$ cat src/rtl/isr_ctx.sv
// -----------------------------------------------------------------------------
// isr_ctx -- interrupt entry/return context unit (CPU side).
//
// Redirects the program counter to the interrupt subroutine address, saves
// the return address and ALU flags on a small LIFO, and restores them on a
// return-from-interrupt. Each return (or tail-chain) raises a one-cycle `fin`
// pulse that releases the interrupt manager for its next request.
//
// Ports:
//   clk            rising-edge clock
//   reset          asynchronous, active-low; clears all state
//   s_interrup     interrupt request from the manager (accepted while high)
//   dir   [AW]     subroutine address, valid with s_interrup
//   pc    [AW]     next-PC the CPU would load this edge (return address)
//   flags_in [FW]  current ALU flags
//   reti           return-from-interrupt executing this cycle
//   pc_sel         1 = CPU loads pc_ovr instead of pc (combinational)
//   pc_ovr [AW]    override PC (combinational)
//   flags_restore  1 = CPU loads flags_out into its flag register (comb.)
//   flags_out [FW] flags to restore (combinational)
//   fin            registered one-cycle end-of-interrupt pulse
//   in_isr         registered; 1 while the stack holds any context
//   depth          current stack occupancy
//   err_ovf        sticky; an entry was refused because the stack was full
//   err_unf        sticky; reti was seen with an empty stack
// -----------------------------------------------------------------------------
module isr_ctx #(
  parameter int AW    = 10,
  parameter int FW    = 2,
  parameter int DEPTH = 4
) (
  input  logic                     clk,
  input  logic                     reset,
  input  logic                     s_interrup,
  input  logic [AW-1:0]            dir,
  input  logic [AW-1:0]            pc,
  input  logic [FW-1:0]            flags_in,
  input  logic                     reti,
  output logic                     pc_sel,
  output logic [AW-1:0]            pc_ovr,
  output logic                     flags_restore,
  output logic [FW-1:0]            flags_out,
  output logic                     fin,
  output logic                     in_isr,
  output logic [$clog2(DEPTH):0]   depth,
  output logic                     err_ovf,
  output logic                     err_unf
);

  localparam int IW = $clog2(DEPTH);
  localparam int DW = IW + 1;
  localparam int EW = AW + FW;

  // Entry layout: {return address, flags}.
  logic [EW-1:0] stack_q [DEPTH];
  logic [DW-1:0] depth_q, depth_d;
  logic          in_isr_q, fin_q, err_ovf_q, err_unf_q;

  logic          full, empty;
  logic [IW-1:0] top_idx;
  logic [EW-1:0] top;
  logic          do_push, do_pop, do_tail, do_ovf, do_unf;

  always_comb begin
    // NOTE: every signal gets a default first so no path through this block
    // leaves a value unassigned, which would infer a latch.
    full          = (depth_q == DW'(DEPTH));
    empty         = (depth_q == '0);
    // At depth==DEPTH the low bits wrap to 0, so minus one still lands on
    // the last entry.
    top_idx       = depth_q[IW-1:0] - IW'(1);
    top           = stack_q[top_idx];

    // All decisions are gated by reset so the combinational outputs read 0
    // while reset is held, whatever the request inputs do.
    do_push       = reset &  s_interrup & (~reti | empty) & ~full;
    do_pop        = reset & ~s_interrup &  reti & ~empty;
    do_tail       = reset &  s_interrup &  reti & ~empty;
    do_ovf        = reset &  s_interrup & ~reti &  full;
    do_unf        = reset &  reti & empty;

    pc_sel        = do_push | do_pop | do_tail;
    pc_ovr        = '0;
    flags_restore = do_pop;
    flags_out     = '0;
    if (do_pop) begin
      pc_ovr    = top[EW-1:FW];
      flags_out = top[FW-1:0];
    end else if (do_push || do_tail) begin
      // A tail-chained subroutine inherits the pending return context, so
      // the stack is left untouched.
      pc_ovr = dir;
    end

    depth_d = depth_q;
    if (do_push)     depth_d = depth_q + DW'(1);
    else if (do_pop) depth_d = depth_q - DW'(1);
  end

  always_ff @(posedge clk or negedge reset) begin
    if (!reset) begin
      // NOTE: the stack array is reset as well, because a cleared context
      // store is part of the defined post-reset state, not just the pointer.
      for (int i = 0; i < DEPTH; i++) stack_q[i] <= '0;
      depth_q   <= '0;
      in_isr_q  <= 1'b0;
      fin_q     <= 1'b0;
      err_ovf_q <= 1'b0;
      err_unf_q <= 1'b0;
    end else begin
      // NOTE: sequential state uses non-blocking assignments so every
      // register samples the pre-edge values regardless of statement order.
      if (do_push) stack_q[depth_q[IW-1:0]] <= {pc, flags_in};
      depth_q  <= depth_d;
      in_isr_q <= (depth_d != '0);
      fin_q    <= do_pop | do_tail;
      if (do_ovf) err_ovf_q <= 1'b1;
      if (do_unf) err_unf_q <= 1'b1;
    end
  end

  assign depth   = depth_q;
  assign in_isr  = in_isr_q;
  assign fin     = fin_q;
  assign err_ovf = err_ovf_q;
  assign err_unf = err_unf_q;

endmodule

$ cat config.mk
export PLATFORM = sky130hd
export DESIGN_NAME = isr_ctx
export DESIGN_NICKNAME = d
export VERILOG_FILES = /design/src/rtl/isr_ctx.sv
export SDC_FILE = /design/constraint.sdc
export NUM_CORES = 1
export LEC_CHECK = 0
export CAP_MARGIN = 20
export CORE_ASPECT_RATIO = 1.4
export CORE_MARGIN = 10
export CORE_UTILIZATION = 56
export CTS_BUF_LIST = sky130_fd_sc_hd__clkbuf_8 sky130_fd_sc_hd__clkbuf_16
export CTS_CLUSTER_DIAMETER = 50
export DETAILED_ROUTE_END_ITERATION = 8
export PLACE_DENSITY_LB_ADDON = 0.15
export SETUP_SLACK_MARGIN = 0.05
export SYNTH_ARGS = -nofsm -noshare
export SYNTH_HDL_FRONTEND = slang
export SYNTH_SLANG_ARGS = --single-unit
$ cat constraint.sdc
create_clock -name clk -period 7.75 [get_ports clk]
set_input_delay 2.325 -clock clk [delete_from_list [all_inputs] [get_ports clk]]
set_output_delay 2.325 -clock clk [all_outputs]
set_load 0.1 [all_outputs]
Word-level counts from Yosys, hierarchy flattened:

Cells that the tools add are included.
Widths: inputs -> output; s select.

* flip-flop bits (word level): 55
* input port bits: 26
* logic and storage cells: 53

* add/subtract/negate cells: 3
* magnitude comparators: 3
* eq/ne operators: 1
* muxes and demuxes: 11
* bitwise gates (word level): 22
* reductions and logical operators: 4

Operators with widths (number)
* $bwmux 48: 1
* $mux 12: 3
* $bmux 12 s2: 1
* $demux 12 s2: 1
* $mux 10: 2
* $and 1x1->1: 12
* $ge 3x3->1 const B: 2
* $mux 3: 2
* $not 2->3: 2
* $not 1->1: 4
* $or 1x1->1: 4
* $add 3x1->3 const B: 1
* $eq 3x3->1 const B: 1
* $logic_not 3->1: 1
* $lt 3x1->1 const B: 1
* $reduce_bool 3->1: 1
* $sub 3x1->3 const B: 1
* $mux 2: 1
* $sub 2x1->2 const B: 1
* $logic_and 1x1->1: 1
* $logic_or 1x1->1: 1

Logic depth before layout (Yosys ltp):

Gate-level depths: netlist (run 1).

* depth in word-level cells: 7
* mapped depth: 10
* gate-level depth less buffers: 8

Worst setup path after synthesis (run 1):

No wires, ideal clock.

* kind: input port to output port
* from: input port reti
* to: output port pc_ovr[2]
* arrival: 5.406 ns
* setup slack: 0.019 ns
* stages: 6
* buffers on the path: 1
* cells stage by stage: nand2_1 > or3_4 > clkinv_2 > clkbuf_1 > nand2_1 > a21oi_1

* elaborated cells on any way between the ends: 11

RTL lines
* start: declaration: RTL line 38 `input logic reti,`
* $and 1x1->1 (2 in series): RTL line 77 `do_pop = reset & ~s_interrup & reti & ~empty;`
* via flags_restore: RTL line 41 `output logic flags_restore,`
* $mux 10: RTL line 86 `if (do_pop) begin`
* end: declaration: RTL line 40 `output logic [AW-1:0] pc_ovr,`

The timed path passes the listed nets, and every way through them passes these cells.

Final worst setup path (run 1):

* from: input port reti
* to: output port pc_ovr[1]

* longest elaborated chain between the ends: 7
* elaborated cells on any way between the ends: 11

Ends and longest elaborated chain
* $not 1->1: RTL line 76 `do_push = reset & s_interrup & (~reti | empty) & ~full;`
* $or 1x1->1: RTL line 76
* $and 1x1->1 (2 in series): RTL line 76
* $logic_or 1x1->1: RTL line 89 `end else if (do_push || do_tail) begin`
* $mux 10: RTL line 89
* $mux 10 *: RTL line 86

Every way passes the cells marked *; elsewhere a longest branch is shown, timed or not.

==> PnR_summary.wiki, run 1 <==
{| class="wikitable"
! Metric !! Value
|-
| Status || finished clean
|-
| Post-synth EDFFs || 0
|-
| Effective utilization at floorplan || 57.7%
|-
| Total routing resource utilization after global routing || 15.5%
|-
| CP peak stage delay || 0.70 ns
|-
| Most area-hungry cell type in the Yosys netlist || sky130_fd_sc_hd__dfrtp_1
|-
| Post-layout min period || 6.56 ns
|-
| Gate count of the mapped netlist || 191
|-
| Most common cell in the synthesized netlist || sky130_fd_sc_hd__dfrtp_1
|-
| Core area || 4500 sq um
|-
| Number of synthesized register bits || 55
|-
| Syn Area/Cell || 13.6 sq um
|-
| Fraction of the yosys area taken by sequential cells || 53.0%
|-
| Arr. time, crit path || 4.23 ns
|-
| Slowest library cell on the worst path || sky130_fd_sc_hd__nor2_1
|-
| Post-synthesis compound-gate area fraction || 3.18%
|-
| Maximum number of pins on one net before global-route repair || 41
|-
| Die ar. || 7800 sq um
|-
| Post-synthesis share of cell area spent on and, or, nand and nor gates || 6.89%
|-
| Post-route fraction of the period consumed by the critical path || 84.6%
|-
| Net count after synthesis || 222
|-
| Most used DFF post-synth || sky130_fd_sc_hd__dfrtp_1
|-
| Number of nets in the final layout || 266
|-
| Post-CTS sizing || 0
|-
| CTS Buffer Depth || 2
|-
| Count of nets left with antenna violations after detail routing || 0
|-
| Hold Fails Final Rpt || 0
|-
| Maximum Capacitance Violations || 0
|-
| Async set or reset register ratio after synthesis || 100%
|-
| Count of non-filler cells in the finished layout || 297
|-
| Worst-path fanout max || 11
|-
| Average via count per standard cell || 5.61
|-
| Clock transition time at the flip-flop clock pins of the worst setup and hold paths || 0.09 ns
|-
| Ant. Diodes || 0
|-
| Setup TNS after final layout || 0 ns
|-
| Via count || 1666
|-
| Peak ir drop on the vdd network || 0.295 mV
|-
| Final cell area excluding filler cells || 3170 sq um
|-
| Placed Cells || 290
|-
| Cell types with the largest area share after synthesis || sky130_fd_sc_hd__dfrtp_1, sky130_fd_sc_hd__mux2_2, sky130_fd_sc_hd__mux4_2
|-
| Slew at the pin closest to its max-slew limit || 0.988 ns
|-
| Die Span X || 77.6 um
|-
| Area of placed instances || 3090 sq um
|-
| DIE HEIGHT || 101 um
|-
| Global-route congestion overflow total || 0
|-
| Setup crit end kind || output port
|-
| Pwr Total || 1.36 mW
|-
| Series of cell instances along the critical path || clkdlybuf4s50_1, nand2b_1, and3_1, nor2_1, a21oi_1, buf_4
|-
| Mux contribution to synthesized area || 31.6%
|-
| Site row count || 29
|-
| Final worst clock skew || 0.00691 ns
|-
| DRC viols || 0
|-
| CTS tree || yes
|-
| Post-synthesis share of cell area spent on xor and xnor gates || 0.674%
|-
| Delay-heaviest family, CP || simple AND/OR/NAND/NOR gates
|-
| Fill count || 351
|-
| Synth cell types || 26
|-
| Number of setup violations in the final report || 0
|-
| Pwr Density || 428 nW/um^2
|-
| WL per Instance || 19.2 um
|-
| Number of clock sinks || 55
|-
| Share of layout cells above drive strength 1 || 39.6%
|-
| Post-DP HPWL || 4190 um
|-
| Number of placed I/O pins || 47
|-
| Fmax || 152 MHz
|-
| Commonest cells in the synthesized netlist || sky130_fd_sc_hd__dfrtp_1, sky130_fd_sc_hd__mux2_2, sky130_fd_sc_hd__nand2_1
|-
| Wire length reported by the detailed router || 5690 um
|-
| Number of setup buffers added after CTS || 0
|-
| DR iter-0 viols || 96
|-
| Layout Area Growth over Synthesis || 22.2%
|-
| Clock root buffer || sky130_fd_sc_hd__clkbuf_8
|-
| Number of antenna violations at the first check in global routing || 0
|-
| Nature of the critical path startpoint || primary input
|-
| Drt pass-1 iters || 6
|-
| Leakage power of the design || 1.40 nW
|-
| Post-synthesis instance area || 2600 sq um
|-
| Clock latency at the later pin of the worst-skew pair || 0.30 ns
|-
| Hold-fix buffers at CTS || 0
|-
| Final core utilization || 70.6%
|-
| Max transition margin || 33.9%
|-
| Placer Congestion || 0.854
|-
| Via count of the first global-routing pass || 1868
|-
| Top-area cell type share of the netlist area || 53.0%
|-
| WP data required || 5.43 ns
|-
| Number of H-tree branching levels || 2
|-
| Total of warnings raised by yosys || 0
|-
| First-pass GRT wire length || 9530 um
|-
| CP Buf/Inv Count || 2
|-
| Dominant combinational cell family by area after synthesis || multiplexers
|-
| Buffers added on ports || 46
|-
| Post-synthesis share of cell area spent on full adders, half adders and majority gates || 2.41%
|-
| Type of the worst setup path || primary input to output port
|-
| Num CTS Buffers || 5
|-
| Setup repair after global routing missed its margin || no
|-
| Hold/Removal Path Class || flop to flop
|-
| Slew Limit Fails || 0
|}
## per-stage QoR
step	hold slack (ns)	worst slack (ns)
final	0.485	1.19
after global routing	0.497	1.07
after CTS	0.479	1.18
after detailed placement	0.458	1.19
after global placement	0.456	1.25
after floorplan	0.474	0.506
## layout by cell type (no fill, tap or decap)
cell type / n
sky130_fd_sc_hd__dfrtp_1: 55
sky130_fd_sc_hd__mux2_2: 48
sky130_fd_sc_hd__clkdlybuf4s50_1: 31
sky130_fd_sc_hd__nand2_1: 26
sky130_fd_sc_hd__buf_4: 15
sky130_fd_sc_hd__mux4_2: 12
sky130_fd_sc_hd__a21oi_2: 7
sky130_fd_sc_hd__clkbuf_8: 6
sky130_fd_sc_hd__ha_1: 5
sky130_fd_sc_hd__nor2_1: 4
sky130_fd_sc_hd__inv_1: 3
sky130_fd_sc_hd__and2_1: 3
sky130_fd_sc_hd__a21oi_1: 3
sky130_fd_sc_hd__clkinv_2: 2
sky130_fd_sc_hd__xnor2_1: 2
sky130_fd_sc_hd__nor2b_1: 1
sky130_fd_sc_hd__or3_4: 1
sky130_fd_sc_hd__nand2b_1: 1
sky130_fd_sc_hd__and3_1: 1
sky130_fd_sc_hd__nand3_1: 1
sky130_fd_sc_hd__mux2i_1: 1
sky130_fd_sc_hd__a31o_1: 1
sky130_fd_sc_hd__nand4_1: 1
sky130_fd_sc_hd__a21boi_1: 1
sky130_fd_sc_hd__or3_1: 1
sky130_fd_sc_hd__a21o_1: 1
sky130_fd_sc_hd__a31o_2: 1
sky130_fd_sc_hd__buf_2: 1
## routing by layer
layer  wire length, um  share of wire [%]  GRT usage, %
met4                59                1.0          6.06
met3               237                4.2          3.39
met1              2510                 44          18.0
met2              2890                 51          27.1
met5                 0                  0             0
## power by group
group,switching (mW),internal (mW)
combinational,0.383,0.302
sequential,0.0952,0.425
clock,0.0840,0.0702
## worst paths after layout
kind,cells past startpoint,slack [ns],to,startpoint
min reg2reg,1,0.48,err_ovf$_DFFE_PN0P_,err_ovf$_DFFE_PN0P_
max reg2reg,7,4.47,in_isr$_DFF_PN0_,depth[0]$_DFF_PN0_
min in group asynchronous,1,1.95,err_ovf$_DFFE_PN0P_,reset
min,1,0.48,err_ovf$_DFFE_PN0P_,err_ovf$_DFFE_PN0P_
max,6,1.19,pc_ovr[1],reti
max in group asynchronous,2,4.97,stack_q[19]$_DFFE_PN0P_,reset
## kinds of logic after synthesis
kind of cell	after synthesis
muxes	61
AOI/OAI and AO/OA	14
buffers and inverters	14
xor gates and xnor gates	2
adders and majority gates	5
and+or+nand+nor	40
DFF	55
## worst register-to-register path, cell delays in order (launching register included)
cell and delay, ns:
sky130_fd_sc_hd__dfrtp_1 0.99, sky130_fd_sc_hd__inv_1 0.23, sky130_fd_sc_hd__ha_1 0.29, sky130_fd_sc_hd__nand2_1 0.12
sky130_fd_sc_hd__nand4_1 0.69, sky130_fd_sc_hd__a21boi_1 0.39, sky130_fd_sc_hd__xnor2_1 0.15, sky130_fd_sc_hd__or3_1 0.32
## cell type report
| cell class | instances | area [sq um] | area share [%] |
|---|---|---|---|
| multi-input cells | 122 | 1190 | 37.4 |
| well taps | 62 | 77.6 | 2.44 |
| clock inverters | 1 | 5.00 | 0.158 |
| clock buffers | 6 | 82.6 | 2.60 |
| inverters | 4 | 16.3 | 0.512 |
| repair buffers | 47 | 428 | 13.5 |
| flip-flops and latches | 55 | 1380 | 43.4 |
## state kept, by name, summed over array words and instances, names as in the netlist
| name | cells |
|---|---|
| depth | 3 |
| err_ovf | 1 |
| err_unf | 1 |
| fin | 1 |
| in_isr | 1 |
| stack_q | 48 |
No activity file was read; power rests on OpenSTA's default activity.
==> run 2, diff against run 1 <==
--- a/config.mk
+++ b/config.mk
@@ -8,7 +8,7 @@
 export CAP_MARGIN = 20
 export CORE_ASPECT_RATIO = 1.4
 export CORE_MARGIN = 10
-export CORE_UTILIZATION = 56
+export CORE_UTILIZATION = 47
 export CTS_BUF_LIST = sky130_fd_sc_hd__clkbuf_8 sky130_fd_sc_hd__clkbuf_16
 export CTS_CLUSTER_DIAMETER = 50
 export DETAILED_ROUTE_END_ITERATION = 8
==> constraint.sdc (replaced) <==
create_clock -name clk -period 5.7 [get_ports clk]
set_input_delay 1.71 -clock clk [delete_from_list [all_inputs] [get_ports clk]]
set_output_delay 1.71 -clock clk [all_outputs]
set_load 0.1 [all_outputs]
==> run 2 against run 1 <==
  * Critical endpoint is now pc_ovr[7]
  * Combinational power up 49%
  * Via count up 0.66%
  * Register-to-register slack worse by 1.5 ns
  * First-iteration DRC count down 35%
  * Non-clock buffer count up 3
  * Clock skew up 0.0053 ns
  * Clock-buffer cell count down 1
  * Critical path type unchanged
  * Sequential power up 28%
  * Design area up 7.4%
==> PnR_summary.wiki, run 2 (synthesis gave the netlist of run 1 again) <==
{| class="wikitable"
! Metric !! Value
|-
| First-pass GRT wire length || 9840 um (was 9530 um)
|-
| Average via count per standard cell || 5.46 (was 5.61)
|-
| Via count || 1677 (was 1666)
|-
| Num CTS Buffers || 5 (unchanged)
|-
| Slew at the pin closest to its max-slew limit || 0.981 ns (was 0.988 ns)
|-
| Wire length reported by the detailed router || 5760 um (was 5690 um)
|-
| Ant. Diodes || 0 (unchanged)
|-
| Leakage power of the design || 1.46 nW (was 1.40 nW)
|-
| Setup repair after global routing missed its margin || no (unchanged)
|-
| Fill count || 472 (was 351)
|-
| CTS tree || yes (unchanged)
|-
| Share of layout cells above drive strength 1 || 41.4% (was 39.6%)
|-
| Post-DP HPWL || 3990 um (was 4190 um)
|-
| Peak ir drop on the vdd network || 0.306 mV (was 0.295 mV)
|-
| Largest register FFs || 48 (unchanged)
|-
| Max transition margin || 34.4% (was 33.9%)
|-
| DR iter-0 viols || 62 (was 96)
|-
| Maximum Capacitance Violations || 0 (unchanged)
|-
| Commonest cells after routing, fill and taps aside || sky130_fd_sc_hd__dfrtp_1, sky130_fd_sc_hd__mux2_2, sky130_fd_sc_hd__clkdlybuf4s50_1, sky130_fd_sc_hd__nand2_1, sky130_fd_sc_hd__buf_12 (was sky130_fd_sc_hd__dfrtp_1, sky130_fd_sc_hd__mux2_2, sky130_fd_sc_hd__clkdlybuf4s50_1, sky130_fd_sc_hd__nand2_1, sky130_fd_sc_hd__buf_4)
|-
| Maximum number of pins on one net before global-route repair || 57 (was 41)
|-
| Final worst clock skew || 0.0122 ns (was 0.00691 ns)
|-
| Placed Cells || 299 (was 290)
|-
| WL per Instance || 18.8 um (was 19.2 um)
|-
| Effective utilization at floorplan || 47.7% (was 57.7%)
|-
| Die ar. || 8940 sq um (was 7800 sq um)
|-
| Global routing met2 resource utilization || 22.6% (was 27.1%)
|-
| Most common cell after layout, fill and taps aside || sky130_fd_sc_hd__dfrtp_1 (unchanged)
|-
| Nature of the critical path startpoint || primary input (unchanged)
|-
| Number of H-tree branching levels || 2 (unchanged)
|-
| Number of antenna violations at the first check in global routing || 0 (unchanged)
|-
| Slew Limit Fails || 0 (unchanged)
|-
| Hold Fails Final Rpt || 0 (unchanged)
|-
| Post-CTS sizing || 0 (unchanged)
|-
| Pwr Total || 1.90 mW (was 1.36 mW)
|-
| Setup crit end kind || output port (unchanged)
|-
| Die Span X || 82.8 um (was 77.6 um)
|-
| Type of the worst setup path || primary input to output port (unchanged)
|-
| Clock transition time at the flip-flop clock pins of the worst setup and hold paths || 0.09 ns (about the same)
|-
| DIE HEIGHT || 108 um (was 101 um)
|-
| CTS Buffer Depth || 2 (unchanged)
|-
| DRC viols || 0 (unchanged)
|-
| Via count of the first global-routing pass || 1888 (was 1868)
|-
| Status || finished clean (unchanged)
|-
| Number of nets in the final layout || 269 (was 266)
|-
| Post-route setup slack || 0.466 ns (was 1.19 ns)
|-
| Setup TNS after final layout || 0 ns (unchanged)
|-
| Grt met1 use || 16.8% (was 18.0%)
|-
| GR Util met3 || 3.54% (was 3.39%)
|-
| Number of clock sinks || 55 (unchanged)
|-
| Fmax || 191 MHz
|-
| Count of nets left with antenna violations after detail routing || 0 (unchanged)
|-
| Core area || 5450 sq um (was 4500 sq um)
|-
| Layout Area Growth over Synthesis || 31.3% (was 22.2%)
|-
| Site row count || 32 (was 29)
|-
| Post-route fraction of the period consumed by the critical path || 91.8%
|-
| Pwr Density || 556 nW/um^2 (was 428 nW/um^2)
|-
| Global-route congestion overflow total || 0 (unchanged)
|-
| Register with the most flip-flops || stack_q (unchanged)
|-
| Number of placed I/O pins || 47 (unchanged)
|-
| Number of setup violations in the final report || 0 (unchanged)
|-
| Worst-path fanout max || 16 (was 11)
|-
| Drt pass-1 iters || 2 (was 6)
|-
| Number of setup buffers added after CTS || 0 (unchanged)
|-
| Count of non-filler cells in the finished layout || 307 (was 297)
|-
| WP data required || 3.99 ns (was 5.43 ns)
|-
| Placer Congestion || 0.682 (was 0.854)
|-
| Hold/Removal Path Class || flop to flop (unchanged)
|-
| Arr. time, crit path || 3.52 ns (was 4.23 ns)
|-
| Most used routing layer in global routing || met2 (unchanged)
|-
| Post-layout min period || 5.23 ns
|-
| Total routing resource utilization after global routing || 13.4% (was 15.5%)
|-
| Buffers added on ports || 46 (unchanged)
|-
| Clock latency at the later pin of the worst-skew pair || 0.30 ns (about the same)
|-
| Hold-fix buffers at CTS || 0 (unchanged)
|-
| Post-Place Worst Slack || 0.472 ns (was 1.19 ns)
|-
| Clock root buffer || sky130_fd_sc_hd__clkbuf_8 (unchanged)
|}
## run 2: layout make-up
cell class / instances / area, sq um / area share (%)
multi-input cells: 122 / 1220 / 35.8
inverters: 4 / 16.3 / 0.477
clock buffers: 5 / 68.8 / 2.02
well taps: 68 / 85.1 / 2.49
flip-flops and latches: 55 / 1380 / 40.4
clock inverters: 3 / 16.3 / 0.477
repair buffers: 50 / 626 / 18.3
## run 2: per-stage QoR
stage / hold slack, ns / utilization, % / instance area [sq um]
6_report: 0.463 / 62.6 / 3410
5_1_grt: 0.486 / 62.6 / 3410
4_1_cts: 0.465 / 62.6 / 3410
3_5_place_dp: 0.444 / 61.1 / 3330
3_3_place_gp: 0.450 / 61.1 / 3330
2_1_floorplan: 0.474 / - / 2660
## run 2: power by group
group / switching [mW] / internal, mW
sequential: 0.0896 / 0.578
combinational: 0.561 / 0.462
clock: 0.120 / 0.0844
total: 0.771 / 1.12
## run 2: worst paths after layout
kind / depth (start not counted) / slack, ns / startpoint / endpoint
max: 7 / 0.47 / reti / pc_ovr[7]
min: 1 / 0.46 / err_ovf$_DFFE_PN0P_ / err_ovf$_DFFE_PN0P_
max reg2reg: 9 / 2.96 / depth[0]$_DFF_PN0_ / in_isr$_DFF_PN0_
min reg2reg: 1 / 0.46 / err_ovf$_DFFE_PN0P_ / err_ovf$_DFFE_PN0P_
max in group asynchronous: 2 / 3.65 / reset / stack_q[33]$_DFFE_PN0P_
min in group asynchronous: 2 / 1.58 / reset / stack_q[39]$_DFFE_PN0P_
## run 2: per-layer routing
metal / routed length (um) / vias to the layer above
met3: 232 / 2
met2: 2950 / 35
met4: 25 / 0
met5: 0 / -
met1: 2550 / 872
li1: - / 768
## run 2: critical path, stage by stage
cell and delay, ns:
sky130_fd_sc_hd__clkdlybuf4s50_1 0.53, sky130_fd_sc_hd__nand2_1 0.09, sky130_fd_sc_hd__or3_4 0.43, sky130_fd_sc_hd__clkinv_2 0.24, sky130_fd_sc_hd__nand2_1 0.12, sky130_fd_sc_hd__a21oi_2 0.20
sky130_fd_sc_hd__buf_12 0.20
==> run 3, diff against run 2 <==
--- a/config.mk
+++ b/config.mk
@@ -12,6 +12,7 @@
 export CTS_BUF_LIST = sky130_fd_sc_hd__clkbuf_8 sky130_fd_sc_hd__clkbuf_16
 export CTS_CLUSTER_DIAMETER = 50
 export DETAILED_ROUTE_END_ITERATION = 8
+export HOLD_SLACK_MARGIN = 0.08
 export PLACE_DENSITY_LB_ADDON = 0.15
 export SETUP_SLACK_MARGIN = 0.05
 export SYNTH_ARGS = -nofsm -noshare
==> results of run 3 <==
Final layout, timing and power as in run 2 (identical DEF).
